[config.mk]
export PLATFORM = sky130hd
export DESIGN_NAME = muldiv_unit
export DESIGN_NICKNAME = d
export VERILOG_FILES = /design/src/rtl/muldiv_pkg.sv /design/src/rtl/muldiv_step.sv /design/src/rtl/muldiv_unit.sv
export SDC_FILE = /design/constraint.sdc
export NUM_CORES = 1
export LEC_CHECK = 0
export CORE_UTILIZATION = 41
export DETAILED_ROUTE_END_ITERATION = 10
export HOLD_SLACK_MARGIN = 0.12
export PLACE_DENSITY = 0.62
export SKIP_LAST_GASP = 1
export SLEW_MARGIN = 20
export SYNTH_ARGS = -nofsm -noshare
export SYNTH_HDL_FRONTEND = slang
export SYNTH_SLANG_ARGS = --single-unit
[constraint.sdc]
create_clock -name clk -period 4.3 [get_ports clk]
set_clock_uncertainty 0.15 [all_clocks]
set_input_delay 0.43 -clock clk [delete_from_list [all_inputs] [get_ports clk]]
set_output_delay 0.43 -clock clk [all_outputs]
set_load 0.01 [all_outputs]
[src/rtl/muldiv_pkg.sv]
// muldiv_pkg: op encodings and FSM state type shared by the multiply/divide unit
package muldiv_pkg;
  localparam logic [2:0] OP_MULT  = 3'b000;
  localparam logic [2:0] OP_MULTU = 3'b001;
  localparam logic [2:0] OP_DIV   = 3'b010;
  localparam logic [2:0] OP_DIVU  = 3'b011;
  localparam logic [2:0] OP_MTHI  = 3'b100;
  localparam logic [2:0] OP_MTLO  = 3'b101;
  typedef enum logic [1:0] {ST_IDLE, ST_RUN, ST_SIGN} state_t;
endpackage

[src/rtl/muldiv_step.sv]
// muldiv_step: one radix-2 iteration, shift-add multiply or restoring divide
// Ports: div selects divide; r_i/q_i current partial remainder-or-high / quotient-or-low,
//        b multiplicand-or-divisor magnitude; r_o/q_o next values.
module muldiv_step #(
  parameter int WIDTH = 32
) (
  input  logic             div,
  input  logic [WIDTH-1:0] r_i,
  input  logic [WIDTH-1:0] q_i,
  input  logic [WIDTH-1:0] b,
  output logic [WIDTH-1:0] r_o,
  output logic [WIDTH-1:0] q_o
);
  logic [WIDTH:0]   sum;
  logic [WIDTH:0]   sh;
  logic [WIDTH+1:0] diff;
  // The partial remainder always stays below the divisor, so it fits WIDTH bits
  // and the shifted value fits WIDTH+1; diff's top bit is the borrow.
  always_comb begin
    sum  = {1'b0, r_i} + (q_i[0] ? {1'b0, b} : '0);
    sh   = {r_i, q_i[WIDTH-1]};
    diff = {1'b0, sh} - {2'b0, b};
    r_o  = div ? (diff[WIDTH+1] ? sh[WIDTH-1:0] : diff[WIDTH-1:0]) : sum[WIDTH:1];
    q_o  = div ? {q_i[WIDTH-2:0], ~diff[WIDTH+1]} : {sum[0], q_i[WIDTH-1:1]};
  end
endmodule

[src/rtl/muldiv_unit.sv]
// muldiv_unit: iterative MULT/MULTU/DIV/DIVU with HI/LO registers and MTHI/MTLO
// Ports: clk, reset (sync, active high); start/op/in_a/in_b issue; flush aborts;
//        busy while running, done/div_by_zero pulse with a new result; hi/lo registers.
// Build option: define MULDIV_ZERO_SKIP_EN to bypass RUN for zero-operand multiplies
//               and divide-by-zero.
module muldiv_unit
  import muldiv_pkg::*;
#(
  parameter int WIDTH          = 32,
  parameter int BITS_PER_CYCLE = 1
) (
  input  logic             clk,
  input  logic             reset,
  input  logic             start,
  input  logic [2:0]       op,
  input  logic [WIDTH-1:0] in_a,
  input  logic [WIDTH-1:0] in_b,
  input  logic             flush,
  output logic             busy,
  output logic             done,
  output logic             div_by_zero,
  output logic [WIDTH-1:0] hi,
  output logic [WIDTH-1:0] lo
);
  localparam int N  = WIDTH / BITS_PER_CYCLE;
  localparam int CW = $clog2(N + 1);
  state_t state_q, state_d;
  logic [CW-1:0] cnt_q, cnt_d;
  logic [WIDTH-1:0] r_q, r_d, q_q, q_d, b_q, b_d, hi_q, hi_d, lo_q, lo_d;
  logic div_q, div_d, qn_q, qn_d, rn_q, rn_d, dz_q, dz_d, done_q, done_d, dzo_q, dzo_d;
  logic [WIDTH-1:0] r_c [0:BITS_PER_CYCLE];
  logic [WIDTH-1:0] q_c [0:BITS_PER_CYCLE];
  logic [WIDTH-1:0] a_m, b_m;
  logic [2*WIDTH-1:0] prod;
  logic idle_ok, go, sa, sb, b_zero, skip, sign_w;
  assign r_c[0] = r_q;
  assign q_c[0] = q_q;
  for (genvar g = 0; g < BITS_PER_CYCLE; g++) begin : g_step
    muldiv_step #(.WIDTH(WIDTH)) u_step (
      .div (div_q),
      .r_i (r_c[g]),
      .q_i (q_c[g]),
      .b   (b_q),
      .r_o (r_c[g+1]),
      .q_o (q_c[g+1])
    );
  end
  // Operand decode; the magnitude of the most negative value is 2^(WIDTH-1),
  // which is exact as an unsigned WIDTH-bit number.
  always_comb begin
    idle_ok = start && !flush && state_q == ST_IDLE;
    go      = idle_ok && !op[2];
    sa      = !op[0] && in_a[WIDTH-1];
    sb      = !op[0] && in_b[WIDTH-1];
    a_m     = sa ? -in_a : in_a;
    b_m     = sb ? -in_b : in_b;
    b_zero  = in_b == '0;
`ifdef MULDIV_ZERO_SKIP_EN
    skip    = op[1] ? b_zero : (b_zero || in_a == '0);
`else
    skip    = 1'b0;
`endif
  end
  always_comb begin
    state_d = flush ? ST_IDLE :
              go ? (skip ? ST_SIGN : ST_RUN) :
              (state_q == ST_RUN && cnt_q == '0) ? ST_SIGN :
              (state_q == ST_SIGN) ? ST_IDLE : state_q;
  end
  // A skipped operation preloads the magnitudes the full iteration would reach:
  // zero product, or divide-by-zero quotient all ones with remainder |a|.
  always_comb begin
    cnt_d  = state_q == ST_RUN ? cnt_q - CW'(1) : CW'(N - 1);
    r_d    = go ? ((skip && op[1]) ? a_m : '0) : state_q == ST_RUN ? r_c[BITS_PER_CYCLE] : r_q;
    q_d    = go ? (skip ? (op[1] ? '1 : '0) : a_m) : state_q == ST_RUN ? q_c[BITS_PER_CYCLE] : q_q;
    b_d    = go ? b_m : b_q;
    div_d  = go ? op[1] : div_q;
    qn_d   = go ? ((sa ^ sb) && !(op[1] && b_zero)) : qn_q;
    rn_d   = go ? sa : rn_q;
    dz_d   = go ? (op[1] && b_zero) : dz_q;
    prod   = qn_q ? -{r_q, q_q} : {r_q, q_q};
    sign_w = state_q == ST_SIGN && !flush;
    hi_d   = sign_w ? (div_q ? (rn_q ? -r_q : r_q) : prod[2*WIDTH-1:WIDTH]) :
             (idle_ok && op == OP_MTHI) ? in_a : hi_q;
    lo_d   = sign_w ? (div_q ? (qn_q ? -q_q : q_q) : prod[WIDTH-1:0]) :
             (idle_ok && op == OP_MTLO) ? in_a : lo_q;
    done_d = sign_w;
    dzo_d  = sign_w && dz_q;
  end
  always_ff @(posedge clk) begin
    if (reset) begin
      state_q <= ST_IDLE;
      cnt_q   <= '0;
      r_q     <= '0;
      q_q     <= '0;
      b_q     <= '0;
      div_q   <= 1'b0;
      qn_q    <= 1'b0;
      rn_q    <= 1'b0;
      dz_q    <= 1'b0;
      hi_q    <= '0;
      lo_q    <= '0;
      done_q  <= 1'b0;
      dzo_q   <= 1'b0;
    end else begin
      state_q <= state_d;
      cnt_q   <= cnt_d;
      r_q     <= r_d;
      q_q     <= q_d;
      b_q     <= b_d;
      div_q   <= div_d;
      qn_q    <= qn_d;
      rn_q    <= rn_d;
      dz_q    <= dz_d;
      hi_q    <= hi_d;
      lo_q    <= lo_d;
      done_q  <= done_d;
      dzo_q   <= dzo_d;
    end
  end
  always_comb begin
    busy        = state_q != ST_IDLE;
    done        = done_q;
    div_by_zero = dzo_q;
    hi          = hi_q;
    lo          = lo_q;
  end
endmodule

# --- Word level (Yosys, flattened, before mapping) ---
# Index checks and enable logic that the tools add are counted.
word_totals:
  output_inout_bits: 67
  word_cells: 80
  ff_bits: 174
classes:
  add_sub_neg: 8
  eq_ne: 4
  n_bitwise: 3
  reduce_logical: 29
  n_mux: 21
op_table:
  columns: ["operator", "count"]
  rows:
  - ["$mux 32", 16]
  - ["$neg 32->32", 4]
  - ["$mux 64", 1]
  - ["$neg 64->64", 1]
  - ["$sub 33x32->34", 1]
  - ["$add 32x33->33", 1]
  - ["$logic_not 32->1", 1]
  - ["$logic_and 1x1->1", 12]
  - ["$reduce_bool 2->1", 5]
  - ["$eq 3x3->1 const B", 2]
  - ["$logic_not 6->1", 1]
  - ["$reduce_or 2->1", 3]
  - ["$sub 6x1->6 const B", 1]
  - ["$mux 5", 1]
  - ["$logic_not 1->1", 4]
  - ["$mux 2", 2]
  - ["$reduce_bool 3->1", 1]
  - ["$reduce_or 3->1", 1]
  - ["$eq 2x1->1 const B", 1]
  - ["$eq 2x2->1 const B", 1]
  - ["$logic_not 2->1", 1]
  - ["$not 1->1", 2]
  - ["$mux 1", 1]
  - ["$xor 1x1->1", 1]

# --- Longest topological paths before layout ---
depth:
  ltp_word: 6
  ltp_mapped: 14
  ltp_nobuf: 12

# --- Modules after synthesis ---
# A second synthesis with hierarchy kept.
hier_totals:
  cells_unflattened: 1928
  area_unflattened_um2: 14564.0
by_module_without_submodules:
  columns: ["mod", "cells_per_inst", "n_inst", "area_each_um2"]
  rows:
  - ["muldiv_unit", 1268, 1, 9954.5]
  - ["muldiv_step", 660, 1, 4609.4]

# --- Worst setup path after synthesis ---
# No wires, ideal clock.
synth_path:
  kind: "register to register"
  start: "reg q_q[0]"
  end: "reg r_q[27]"
  required_time_ns: 4.081
  t_arrival_ns: 3.334
  period_less_slack_ns: 3.553
  setup_time_ns: 0.069
  path_stages_with_launch: 13
  setup_slack_ns: 0.747
  path_cell_list: "dfxtp_1 -> and2_1 -> ha_1 -> fa_1 -> a211oi_1 -> o21ai_0 -> a211o_1 -> a211oi_1 -> o21ai_0 -> a41oi_1 -> mux2_2 -> a211o_1 -> o21ai_1"
synth_via:
  elab_chain_cells: 3
synth_rtl:
  columns: ["element", "line_no", "text"]
  rows:
  - ["start, declared", "muldiv_unit.sv:29", "logic [WIDTH-1:0] r_q, r_d, q_q, q_d, b_q, b_d, hi_q, hi_d, lo_q, lo_d;"]
  - ["start signal, assigned", "muldiv_unit.sv:109", "q_q <= q_d;"]
  - ["$mux 32", "muldiv_step.sv:20", "sum = {1'b0, r_i} + (q_i[0] ? {1'b0, b} : '0);"]
  - ["$add 32x33->33", "muldiv_step.sv:20", null]
  - ["$mux 32", "muldiv_step.sv:23", "r_o = div ? (diff[WIDTH+1] ? sh[WIDTH-1:0] : diff[WIDTH-1:0]) : sum[WIDTH:1];"]
  - ["end signal, assigned", "muldiv_unit.sv:108", "r_q <= r_d;"]
  - ["end, declared", "muldiv_unit.sv:29", null]
# No other way between the ends.
# A chain may end at the register's enable or synchronous reset.

# --- Final worst setup path ---
layout_path:
  start: "reg q_q[0]"
  end: "reg r_q[30]"
# Same word-level chain as after synthesis.

==> flow_metrics.tcl <==
set metrics [dict create \
    cts.repair.resized 0 \
    cts_tree "yes" \
    tns_ns 0 \
    slew_violations 0 \
    p_total_uw 4570 \
    drc 0 \
    postCtsSetupBuffers 0 \
    gr-total-overflow 0 \
    routed_wl_mm 48.5 \
    die_h_um 189 \
    cts_sinks 174 \
    die_w_um 189 \
    rsz0062_at_grt "false" \
    start_util_pct 42.1 \
    ys_types 83 \
    synthesis.nets 2018 \
    dp_hpwl_mm 36.4 \
    wire_per_inst_um 20.1 \
    seq_area_frac_synth_pct 24.4 \
    grt_usage_pct 26.9 \
    fin_crit_ns 3.98 \
    syn_to_final_growth_pct 16.9 \
    cts.hold.buffers_added 0 \
    met3_usage_pct 3.30 \
    route.antenna.remaining_nets 0 \
    antenna_found_initial 0 \
    final_common_cell "nor2_1" \
    cts_max_path_buffers 2 \
    io_buffers 137 \
    root_buffer "clkbuf_16" \
    yosys-top-cells-area "dfxtp_1 (24%), mux2i_1 (7.2%), a211oi_1 (7.1%), xnor2_1 (6.4%), nor2_1 (6.3%)" \
    cap_violations 0 \
    fin_nets 2089 \
    diodes 0 \
    hp-class "flip-flop to flip-flop" \
    num_rows 67 \
    yosysTopAreaCell "dfxtp_1" \
    grt_pass1_vias 13185 \
    yosys_warnings 0 \
    leakagePower_uw 0.00643 \
    setup_viol 0 \
    crit_fanout 15 \
    finalCritPeriodShare_pct 92.7 \
    htree_levels 4 \
    synth-async-reset-ratio_pct 0 \
    fmax_ghz 0.251 \
    path_clk_slew_ns 0.07 \
    final_cell_mix "nor2_1 (239), dfxtp_1 (173), a21oi_1 (153), clkdlybuf4s50_1 (136), a211oi_1 (135)" \
    drive_above_1_share_pct 5.72 \
    synth_top_area_share_pct 24.4 \
    vdd_ir_drop_max_v 0.000294 \
    gr-usage-met1_pct 36.5 \
    die-area_sq_mm 0.0355 \
    vias_per_cell 5.90 \
    grt.met2_usage_pct 43.6 \
    worst_slew_pin_slew_ns 0.941 \
    arrival_ns 4.21 \
    cts_buffers 17 \
    first_pass_iters 6 \
    netlist_area_sq_mm 0.0143 \
    clkLatencyLatePin_ns 0.45 \
    synth_flop_cell "dfxtp_1" \
    syn-instance-count 1875 \
    drt-initial-drc-count 1088 \
    grt_start_max_net_pins 120 \
    ios 138 \
    startpoint_type "flip-flop" \
    syn_avg_cell_area_sq_um 7.61 \
    fp.coreArea_sq_mm 0.0339 \
    synth-seq-cells 174 \
    hold_viol 0 \
    synth-edff-count 0 \
    preCtsSetupSlack_ns 0.229 \
    setup.worst_path.class "flip-flop to flip-flop" \
    end_kind "flip-flop" \
    grt_pass1_wl_mm 75.7 \
    slew_headroom_pct 37.3 \
    via_count 14199 \
    postLayoutSetupSlackWorst_ns 0.316 \
    grt.busiest_layer "met2" \
    place.gp.congestion 0.945 \
    cp_data_required_time_ns 4.52 \
    p_per_area_mw_per_mm2 274 \
    status "completed" \
]
## state kept, by name (all words and copies together), names as in the netlist
register / flops
div_q: 1
qn_q: 1
hi: 32
cnt_q: 6
r_q: 32
rn_q: 1
q_q: 32
state_q: 2
done: 1
lo: 32
div_by_zero: 1
dz_q: 1
b_q: 32
## layer usage
metal | routed length, um | vias up
li1 | - | 6959
met1 | 22100 | 6706
met2 | 22100 | 466
met3 | 2720 | 68
met4 | 1570 | 0
met5 | 0 | -
## cell usage after synthesis, drive strengths merged (13+ instances only)
master / count
nor4: 19
xor2: 55
or3: 24
and2: 14
a21o: 19
a21oi: 154
xnor2: 104
nor2: 240
nand3: 37
ha: 70
or4: 13
o31ai: 29
nand2: 124
o21ai: 110
o211ai: 24
nand2b: 26
nor3: 41
buf: 25
inv: 68
mux2i: 102
a211oi: 135
clkbuf: 103
dfxtp: 174
a31oi: 14
## cell families (layout without fill, tap and decap cells)
kind of cell    after synthesis  after routing  share of synthesized area [%]
buf+inv                     196            280                           5.46
fa+ha+maj                    72             72                           6.42
mux                         104            104                           7.32
simple gates                594            594                           20.2
compound gates              576            576                           26.4
flops                       174            174                           24.4
xor+xnor                    159            159                           9.76
## metrics by stage
stage	instances	hold WS, ns	util, %	cell area (sq um)
2_1_floorplan	1875	0.280	-	14300
3_3_place_gp	2375	0.297	47.4	16000
3_5_place_dp	2375	0.302	47.4	16000
4_1_cts	2407	0.317	49.2	16700
5_1_grt	2407	0.328	49.2	16700
6_report	2407	0.313	49.2	16700
## power by group
part           total, uW  leakage (uW)  internal, uW  switching [uW]
registers           1730       0.00141          1660            70.7
clock network       1680      0.000297           948             731
logic               1160       0.00472           460             697
total               4570       0.00643          3070            1500
## worst max-delay path: stages, from the launching register on
cell	delay [ns]
dfxtp_1	0.35
inv_1	0.09
buf_4	0.26
nor2_1	0.07
ha_1	0.34
o21ai_0	0.27
nor3_1	0.12
o41ai_1	0.49
o21ai_0	0.32
a211oi_1	0.61
o21bai_1	0.18
a221o_1	0.37
mux2i_1	0.12
nor3b_1	0.17
## final timing paths
check | start | end | slack, ns | depth (start not counted)
setup / recovery | q_q[0] | r_q[30] | 0.32 | 13
setup reg to reg | q_q[0] | r_q[30] | 0.32 | 13
hold / removal | dz_q | div_by_zero | 0.31 | 1
hold reg to reg | dz_q | div_by_zero | 0.31 | 1
## final cells by class
class | count | area [sq um]
Tap cell | 448 | 561
Fill cell | 3401 | 17200
Clock buffer | 20 | 447
Timing Repair Buffer | 180 | 1700
Sequential cell | 174 | 3490
Clock inverter | 12 | 176
Multi-Input combinational cell | 1505 | 10000
Inverter | 68 | 255
(Power assumes the default switching activity.)
